===== src/rtl/tone_sequencer.sv =====
// Square-wave melody player: run-time loaded note RAM, per-note length multiplier,
// and start/stop/loop sequencing with busy, done and write-reject status.
module tone_sequencer #(
  parameter int ADDR_W   = 5,
  parameter int PERIOD_W = 18,
  parameter int DUR_W    = 25,
  parameter int NOTE_CYC = 5035000,
  parameter int GAP_CYC  = 535000
) (
  input  logic                  clk,
  input  logic                  rst_n,
  input  logic                  wr_en,
  input  logic [ADDR_W-1:0]     wr_addr,
  input  logic [PERIOD_W+1:0]   wr_data,
  input  logic                  start,
  input  logic                  stop,
  input  logic                  loop_en,
  input  logic [ADDR_W-1:0]     last_idx,
  output logic                  speaker,
  output logic                  busy,
  output logic [ADDR_W-1:0]     note_idx,
  output logic                  done,
  output logic                  wr_err
);

  localparam int DEPTH = 2 ** ADDR_W;

  // Last count of the note and first silent count, one pair per duration code.
  localparam logic [DUR_W-1:0] LAST_0 = DUR_W'(1 * NOTE_CYC - 1);
  localparam logic [DUR_W-1:0] LAST_1 = DUR_W'(2 * NOTE_CYC - 1);
  localparam logic [DUR_W-1:0] LAST_2 = DUR_W'(3 * NOTE_CYC - 1);
  localparam logic [DUR_W-1:0] LAST_3 = DUR_W'(4 * NOTE_CYC - 1);
  localparam logic [DUR_W-1:0] GAP_0  = DUR_W'(1 * NOTE_CYC - GAP_CYC);
  localparam logic [DUR_W-1:0] GAP_1  = DUR_W'(2 * NOTE_CYC - GAP_CYC);
  localparam logic [DUR_W-1:0] GAP_2  = DUR_W'(3 * NOTE_CYC - GAP_CYC);
  localparam logic [DUR_W-1:0] GAP_3  = DUR_W'(4 * NOTE_CYC - GAP_CYC);

  typedef enum logic {IDLE, PLAY} state_e;

  state_e                state_q, state_d;
  logic [ADDR_W-1:0]     note_idx_q, note_idx_d;
  logic [DUR_W-1:0]      dur_cnt_q, dur_cnt_d;
  logic [PERIOD_W-1:0]   tone_cnt_q, tone_cnt_d;
  logic                  speaker_q, speaker_d;
  logic                  done_q, done_d;
  logic                  wr_err_q, wr_err_d;

  logic [PERIOD_W+1:0]   mem [DEPTH];
  logic [PERIOD_W+1:0]   entry;
  logic [PERIOD_W-1:0]   period;
  logic [1:0]            dur_code;
  logic [DUR_W-1:0]      last_cnt;
  logic [DUR_W-1:0]      gap_cnt;
  logic [DUR_W-1:0]      dur_inc;
  logic                  playing;
  logic                  note_end;
  logic                  song_end;

  // RAM is only writable while idle, so the combinational read never races a write.
  always_ff @(posedge clk) begin
    if (wr_en && (state_q == IDLE)) begin
      mem[wr_addr] <= wr_data;
    end
  end

  assign entry    = mem[note_idx_q];
  assign period   = entry[PERIOD_W-1:0];
  assign dur_code = entry[PERIOD_W+1:PERIOD_W];

  always_comb begin
    last_cnt = LAST_0;
    gap_cnt  = GAP_0;
    case (dur_code)
      2'd0: begin last_cnt = LAST_0; gap_cnt = GAP_0; end
      2'd1: begin last_cnt = LAST_1; gap_cnt = GAP_1; end
      2'd2: begin last_cnt = LAST_2; gap_cnt = GAP_2; end
      default: begin last_cnt = LAST_3; gap_cnt = GAP_3; end
    endcase
  end

  assign playing  = (state_q == PLAY);
  assign dur_inc  = dur_cnt_q + DUR_W'(1);
  assign note_end = playing && (dur_cnt_q == last_cnt);
  assign song_end = note_end && (note_idx_q == last_idx) && !loop_en;

  always_ff @(posedge clk or negedge rst_n) begin
    if (!rst_n) begin
      state_q    <= IDLE;
      note_idx_q <= '0;
      dur_cnt_q  <= '0;
      tone_cnt_q <= '0;
      speaker_q  <= 1'b0;
      done_q     <= 1'b0;
      wr_err_q   <= 1'b0;
    end else begin
      state_q    <= state_d;
      note_idx_q <= note_idx_d;
      dur_cnt_q  <= dur_cnt_d;
      tone_cnt_q <= tone_cnt_d;
      speaker_q  <= speaker_d;
      done_q     <= done_d;
      wr_err_q   <= wr_err_d;
    end
  end

  // Stop has priority over start so a collision leaves the player idle.
  always_comb begin
    state_d = state_q;
    if (stop) begin
      state_d = IDLE;
    end else if (start) begin
      state_d = PLAY;
    end else if (song_end) begin
      state_d = IDLE;
    end
  end

  always_comb begin
    note_idx_d = note_idx_q;
    dur_cnt_d  = dur_cnt_q;
    tone_cnt_d = tone_cnt_q;
    speaker_d  = speaker_q;
    done_d     = 1'b0;
    wr_err_d   = wr_en && playing;
    if (stop) begin
      dur_cnt_d  = '0;
      tone_cnt_d = '0;
      speaker_d  = 1'b0;
    end else if (start) begin
      note_idx_d = '0;
      dur_cnt_d  = '0;
      tone_cnt_d = '0;
      speaker_d  = 1'b0;
    end else if (playing) begin
      if (note_end) begin
        dur_cnt_d  = '0;
        tone_cnt_d = '0;
        speaker_d  = 1'b0;
        if (note_idx_q != last_idx) begin
          note_idx_d = note_idx_q + ADDR_W'(1);
        end else if (loop_en) begin
          note_idx_d = '0;
        end else begin
          done_d = 1'b1;
        end
      end else begin
        dur_cnt_d = dur_inc;
        if (dur_inc == gap_cnt) begin
          tone_cnt_d = '0;
          speaker_d  = 1'b0;
        end else if ((dur_cnt_q < gap_cnt) && (period != '0)) begin
          if (tone_cnt_q == (period - PERIOD_W'(1))) begin
            tone_cnt_d = '0;
            speaker_d  = ~speaker_q;
          end else begin
            tone_cnt_d = tone_cnt_q + PERIOD_W'(1);
          end
        end
      end
    end else begin
      speaker_d = 1'b0;
    end
  end

  assign speaker  = speaker_q;
  assign busy     = playing;
  assign note_idx = note_idx_q;
  assign done     = done_q;
  assign wr_err   = wr_err_q;

endmodule


===== config.mk =====
export PLATFORM = sky130hd
export DESIGN_NAME = tone_sequencer
export DESIGN_NICKNAME = d
export VERILOG_FILES = /design/src/rtl/tone_sequencer.sv
export SDC_FILE = /design/constraint.sdc
export NUM_CORES = 1
export LEC_CHECK = 0
export ABC_AREA = 0
export CAP_MARGIN = 30
export CORE_ASPECT_RATIO = 0.9
export CORE_MARGIN = 4
export CORE_UTILIZATION = 40
export CTS_BUF_LIST = sky130_fd_sc_hd__clkbuf_4 sky130_fd_sc_hd__clkbuf_8
export CTS_CLUSTER_SIZE = 8
export DETAILED_ROUTE_END_ITERATION = 10
export GPL_TIMING_DRIVEN = 0
export PLACE_DENSITY = 0.66
export SYNTH_ARGS = -nofsm -noshare
export SYNTH_HDL_FRONTEND = slang
export SYNTH_SLANG_ARGS = --single-unit
export TNS_END_PERCENT = 30

===== constraint.sdc =====
create_clock -name clk -period 5.9 [get_ports clk]
set_clock_uncertainty 0.05 [all_clocks]
set_input_delay 1.18 -clock clk [delete_from_list [all_inputs] [get_ports clk]]
set_output_delay 1.18 -clock clk [all_outputs]
set_load 0.03 [all_outputs]

==> flow_summary.yaml, run 1 <==
clock_tree:
  cts_root_buffer: "clkbuf_8"
  insertion_delay_ns: 0.72
  cts.sinks: 692
  path_clk_slew_ns: 0.06
  clock_path_buffers: 3
  cts_max_level: 3
  cts_buffers: 107
  cts_tree: "done"
drt:
  drt-wirelength-per-cell_um: 27.4
  drt-initial-drc-count: 2197
  first_pass_iters: 5
  dr_total_vias: 17400
  routed_wl_mm: 80.1
  viasPerCell: 5.97
  antenna_left: 0
  post-route-drc-count: 0
synthesis:
  synth_area_um2: 29700
  ys_seq_area_share_pct: 69.1
  synth_ff_type: "edfxtp_1"
  post_synth.cell_area_avg_um2: 17.6
  synthCells: 1689
  synthArstFlopShare_pct: 7.51
  yosysWarnings: 0
  synth_seq_cells: 692
  synth.distinct_cells: 79
  synth_nets: 1753
  synth-edff-count: 640
floorplan:
  die_h_um: 266
  die_area_um2: 78600
  io_pins: 45
  core.rowCount: 94
  fp.dieW_um: 295
  coreArea_um2: 73300
  initial_core_util_pct: 40.5
placement:
  dp_slack_ns: -1.88
  globalplace.congestion: 0.866
  dp_hpwl_mm: 50.8
  portBuffers: 44
  dp_cells: 2731
timing:
  layout_setup_ws_ns: 0.249
  max-slew-margin-rel_pct: 29.6
  maxSlewViolCount: 0
  setup_viol: 0
  hold_viol_final: 0
  rsz0062_at_grt: "no"
  whs_ns: 0.488
  fmax_mhz: 177
  setup_tns_ns: 0
  post-route-period-util_pct: 95.8
  min_period_ns: 5.65
  tightest_slew_ns: 1.05
setup_path:
  max_stage_delay_ns: 0.53
  regToRegSetupSlack_ns: 0.25
  slowest_stage: "mux4_2"
  worst-r2r-cell-count: 22
  worstPathMaxFanout: 28
  critical_path.cell_chain: "clkbuf_4 > buf_12 > buf_12 > buf_4 > mux4_2 > mux4_2 > mux2i_4 > inv_2 > ha_4 > o21bai_4 > or2_2 > a31oi_1 > a311o_1 > nand4_1 > a221o_1 > nor4_4 > or2_1 > and3b_1 > clkbuf_4 > buf_6 > nand3_1 > o211ai_1"
  arrival_ns: 6.16
  r2r-end: "tone_cnt_q[15]"
  r2r-start: "note_idx[1]"
  cp.required_ns: 6.40
  startpoint_type: "flip-flop"
  critPathBufInv: 7
  worst_path_dominant_cell_family: "buffers and inverters"
  critPathKind: "reg2reg"
  end_kind: "flip-flop"
cells_and_area:
  fin_cells: 2921
  nets: 1961
  antenna_cells: 0
  drive_gt1_share_pct: 27.1
  area_growth_pct: 17.4
worst_hold_path:
  hold_depth: 2
  worst_hold_path.endpoint: "dur_cnt_q[1]"
  hold_path_startpoint: "dur_cnt_q[1]"
  hold_class: "reg2reg"
power:
  power_density_nw_per_um2: 316
  p_sw_share_pct: 25.5
  comb_power_share_pct: 16.2
  peakVddDrop_mv: 0.169
  p_sw_mw: 2.81
  p_clk_share_pct: 34.6
  power_mw: 11.0
  internal_power_mw: 8.19
  seq_power_share_pct: 49.2
  power.leakage_nw: 11.1
grt:
  groute.usage.overall_pct: 20.2
  grt_max_degree: 34
  global_route.overflow_total: 0
  grt_pass1_wl_mm: 115
  grt_pass1_vias: 16800
  grt_antenna_before_repair: 0
outcome:
  outcome: "finished clean"
run:
  max_cap_violations: 0
==> layout make-up <==
class                      count  area, um2
fill                        6037      38400
buffer                        87        594
tap                          960       1200
clock buffer                 148       1790
multi-input combinational    872       8910
timing repair buffer         109       1540
sequential                   692      20500
inverter                      28        108
clock inverter                25        183
==> logic make-up after synthesis <==
kind of cell	share of synthesized area (%)
buffers and inverters	2.18
flip-flops	69.1
adder cells (fa/ha/maj)	1.18
XOR/XNOR	1.33
multiplexers	15.0
AND/OR/NAND/NOR	6.51
AO/OA/AOI/OAI	4.68
==> Yosys cell counts (4+ instances only) <==
| cell | n | area, um2 |
|---|---|---|
| edfxtp_1 | 640 | 19200 |
| mux4_2 | 158 | 3560 |
| nor2_1 | 91 | 342 |
| mux2i_1 | 72 | 721 |
| nand2_1 | 64 | 240 |
| dfrtp_1 | 52 | 1300 |
| nand3_1 | 52 | 260 |
| o21ai_0 | 43 | 215 |
| clkbuf_1 | 38 | 143 |
| xnor2_1 | 37 | 324 |
| a21oi_1 | 29 | 145 |
| ha_1 | 28 | 350 |
| inv_1 | 27 | 101 |
| buf_2 | 24 | 120 |
| nand4_1 | 23 | 144 |
| a22oi_1 | 22 | 165 |
| and3_1 | 18 | 113 |
| nor3_1 | 18 | 90.1 |
| o211ai_1 | 18 | 135 |
| and2_1 | 13 | 81.3 |
| buf_4 | 13 | 97.6 |
| buf_6 | 13 | 146 |
| nand2b_1 | 12 | 75.1 |
| o31ai_1 | 11 | 82.6 |
| o22ai_1 | 10 | 62.6 |
| buf_1 | 9 | 33.8 |
| nor2b_1 | 9 | 56.3 |
| nor4_1 | 8 | 50.1 |
| o211ai_2 | 8 | 100 |
| xor2_1 | 8 | 70.1 |
| nand3b_1 | 7 | 52.6 |
| a221oi_1 | 6 | 52.6 |
| and4_1 | 6 | 52.6 |
| o41ai_1 | 6 | 52.6 |
| or2_2 | 6 | 37.5 |
| or3b_2 | 6 | 52.6 |
| or4_1 | 6 | 45.0 |
| a211oi_1 | 5 | 37.5 |
| a31oi_1 | 5 | 31.3 |
| or3_1 | 5 | 31.3 |
| mux2i_4 | 4 | 90.1 |
==> state kept, by name, summed over array words and instances, names as in the netlist <==
register    count
note_idx        5
busy            1
mem           640
speaker         1
done            1
tone_cnt_q     18
dur_cnt_q      25
wr_err          1
==> power groups by stage <==
stage	Sequential, mW	Combinational, mW	Clock (mW)
floorplan	5.51	1.13	0
global placement	5.51	1.59	0
detailed placement	5.51	1.65	0
CTS	5.41	1.71	3.88
global route	5.41	1.91	4.09
finish	5.41	1.78	3.81
==> cell usage in the layout, fill, tap and decap left out, types with 32 or more instances in the layout <==
master	instances
edfxtp_1	640
mux4_2	158
clkbuf_8	108
mux2i_1	70
nand2_1	63
nor2_1	55
nand3_1	52
dfrtp_1	50
clkbuf_4	44
o21ai_0	43
clkdlybuf4s50_1	43
xnor2_1	37
nor2_4	36
clkbuf_1	33
buf_4	32
==> layer usage <==
metal	global-route usage [%]	wire (um)
met3	4.93	8280
met1	30.3	34300
met5	0	0
met4	5.07	1900
met2	29.9	35700
==> stage by stage <==
step / cell area, um2 / util, %
finish: 34800 / 47.6
global route: 34800 / 47.6
CTS: 34600 / 47.2
detailed placement: 32400 / 44.3
global placement: 31400 / 42.8
floorplan: 29700 / -
==> tightest hold or removal path, stage by stage (launching register included) <==
cell     delay [ns]
dfrtp_1        0.38
nand2_1        0.05
o21ai_0        0.07
==> timing repair <==
action,4_1_cts,5_1_grt
setup buffers,4,17
hold buffers,0,0
gates cloned,1,1
setup endpoints to repair,51,41
pin swaps,4,1
gates resized for setup,38,20
==> how the worst max path moves through the flow <==
stage                startpoint        endpoint  slack (ns)  depth (start not counted)
finish              note_idx[1]  tone_cnt_q[15]        0.25                         22
global route        note_idx[0]  tone_cnt_q[14]        0.01                         27
floorplan           note_idx[0]  tone_cnt_q[10]        0.03                         27
global placement    note_idx[1]   tone_cnt_q[1]       -1.86                         25
detailed placement  note_idx[1]   tone_cnt_q[0]       -1.88                         26
CTS                 note_idx[0]  tone_cnt_q[14]        0.02                         23
No activity file was read; power rests on OpenSTA's default activity.
==> inputs of run 2 (changes only) <==
--- a/config.mk
+++ b/config.mk
@@ -6,7 +6,6 @@
 export NUM_CORES = 1
 export LEC_CHECK = 0
 export ABC_AREA = 0
-export CAP_MARGIN = 30
 export CORE_ASPECT_RATIO = 0.9
 export CORE_MARGIN = 4
 export CORE_UTILIZATION = 40
==> run 2 against run 1 <==
  * The run now ends with max-capacitance violations left
  * Power grew 0.87%
  * Die area is the same
  * Utilization shrank 0.22 points
  * Critical endpoint is now tone_cnt_q[9]
  * Sequential power is essentially flat
  * Combinational power shrank 2%
  * Largest power group unchanged
  * Global-route usage is essentially flat
  * Via count shrank 1.3%
==> flow_summary.yaml, run 2 (synthesis results as in run 1) <==
grt:
  grt_pass1_wl_mm: 115
  grt_pass1_vias: 16800
  met1_usage_pct: 29.9
  grt_max_degree: 34
  global_route.overflow_total: 0
  grt_antenna_before_repair: 4
  groute.usage.overall_pct: 20.3
  top_usage_layer: "met2"
  grtUsageMet2_pct: 30.2
  met3_usage_pct: 5.25
setup_path:
  max_stage_delay_ns: 0.78
  end_kind: "flip-flop"
  worst_path_dominant_cell_family: "multiplexers"
  startpoint_type: "flip-flop"
  cp.required_ns: 6.41
  critical_path.cell_chain: "buf_4 > clkbuf_1 > mux4_2 > mux2i_1 > nand4_4 > nor3_2 > and3_1 > mux2_1 > o21ai_1 > nand4_4 > buf_1 > nand3_1 > o211ai_2"
  critPathKind: "reg2reg"
  cp_common_cell: "nand4_4"
  worstPathMaxFanout: 19
  arrival_ns: 6.18
  slowest_stage: "mux2i_1"
  critPathBufInv: 3
power:
  peakVddDrop_mv: 0.172
  power_density_nw_per_um2: 320
  power.leakage_nw: 11.0
  power_mw: 11.1
drt:
  viasPerCell: 5.94
  first_pass_iters: 5
  dr_total_vias: 17200
  routed_wl_mm: 79.9
  drt-wirelength-per-cell_um: 27.6
  antenna_left: 0
  drt-initial-drc-count: 2030
  post-route-drc-count: 0
outcome:
  outcome: "complete, but fails checks"
  violations: "max-capacitance violations"
timing:
  hold_viol_final: 0
  maxSlewViolCount: 0
  post-route-period-util_pct: 96.1
  fmax_mhz: 176
  tightest_slew_ns: 1.49
  rsz0062_at_grt: "no"
  setup_tns_ns: 0
  min_period_ns: 5.67
  setup_viol: 0
  layout_setup_ws_ns: 0.231
  max-slew-margin-rel_pct: 0.0243
floorplan:
  die_area_um2: 78600
  core.rowCount: 94
  fp.dieW_um: 295
  initial_core_util_pct: 40.5
  io_pins: 45
  die_h_um: 266
  coreArea_um2: 73300
cells_and_area:
  multiInputGateArea_um2: 8890
  nets: 1935
  area_growth_pct: 16.9
  num-fill-cells: 6047
  design_area_um2: 34700
  layout_common_cells: "640 x edfxtp_1, 158 x mux4_2, 109 x clkbuf_8"
  reg.largest.list: "mem x640, dur_cnt_q x25, tone_cnt_q x18"
  largest_reg_flops: 640
  drive_gt1_share_pct: 26.3
  layout_commonest_cell: "edfxtp_1"
  ff_latch_area_um2: 20500
  top_register: "mem"
placement:
  dp_slack_ns: -1.88
  globalplace.congestion: 0.866
  portBuffers: 44
  dp_hpwl_mm: 50.4
  placed_cell_area_um2: 32400
run:
  max_cap_violations: 1
clock_tree:
  cts_buffers: 106
  path_clk_slew_ns: 0.06
  cts.sinks: 692
  cts_max_level: 3
  cts_hold_buf: 0
  cts_tree: "done"
  insertion_delay_ns: 0.73
  clock_path_buffers: 3
  cts_root_buffer: "clkbuf_8"
worst_hold_path:
  hold_class: "reg2reg"
[run 2: what timing repair did]
action	4_1_cts	5_1_grt
gates cloned	2	2
endpoints found under the setup margin	51	41
pin swaps	5	0
resized for setup	41	18
setup buffers	4	2
[run 2: area by class of cell]
| class | instances | share of cell area [%] |
|---|---|---|
| Sequential cell | 692 | 59.2 |
| Multi-Input combinational cell | 872 | 25.6 |
| Clock buffer | 146 | 5.13 |
| Timing Repair Buffer | 86 | 3.89 |
| Tap cell | 960 | 3.46 |
| Buffer | 85 | 1.62 |
| Clock inverter | 23 | 0.736 |
| Inverter | 28 | 0.310 |
| Antenna cell | 7 | 0.0505 |
[run 2: routing by layer]
| layer | vias to the layer above | routed length (um) |
|---|---|---|
| li1 | 7208 | - |
| met1 | 8991 | 33800 |
| met2 | 872 | 35900 |
| met3 | 142 | 8270 |
| met4 | 2 | 1980 |
| met5 | - | 13 |
[run 2: final timing paths]
path	from	endpoint	slack, ns	cells after the start
setup / recovery	note_idx[3]	tone_cnt_q[9]	0.23	13
hold / removal	dur_cnt_q[1]	dur_cnt_q[1]	0.49	2
setup reg to reg	note_idx[3]	tone_cnt_q[9]	0.23	13
hold reg to reg	dur_cnt_q[1]	dur_cnt_q[1]	0.49	2
max in group asynchronous	rst_n	note_idx[1]	4.62	2
min in group asynchronous	rst_n	busy	0.55	1
[run 2: through the flow]
| stage | hold WS, ns | utilization, % | std cells |
|---|---|---|---|
| after global routing | 0.566 | 47.3 | 2894 |
| after global placement | 0.466 | 42.8 | 2693 |
| final | 0.488 | 47.3 | 2899 |
| after floorplan | 0.441 | - | 1689 |
| after detailed placement | 0.479 | 44.2 | 2725 |
| after CTS | 0.492 | 47.2 | 2889 |
[run 2: worst min-delay path: cells and delay by family, from the launching register on]
family | cells | cell delay [ns]
and+or+nand+nor | 1 | 0.05
AOI/OAI and AO/OA | 1 | 0.07
DFF | 1 | 0.38
[run 2: report_power, final]
| part | switching [mW] | total [mW] | internal (mW) |
|---|---|---|---|
| registers | 0.0142 | 5.41 | 5.40 |
| logic | 0.962 | 1.74 | 0.774 |
| clock network | 1.83 | 3.95 | 2.12 |
| total | 2.81 | 11.1 | 8.29 |
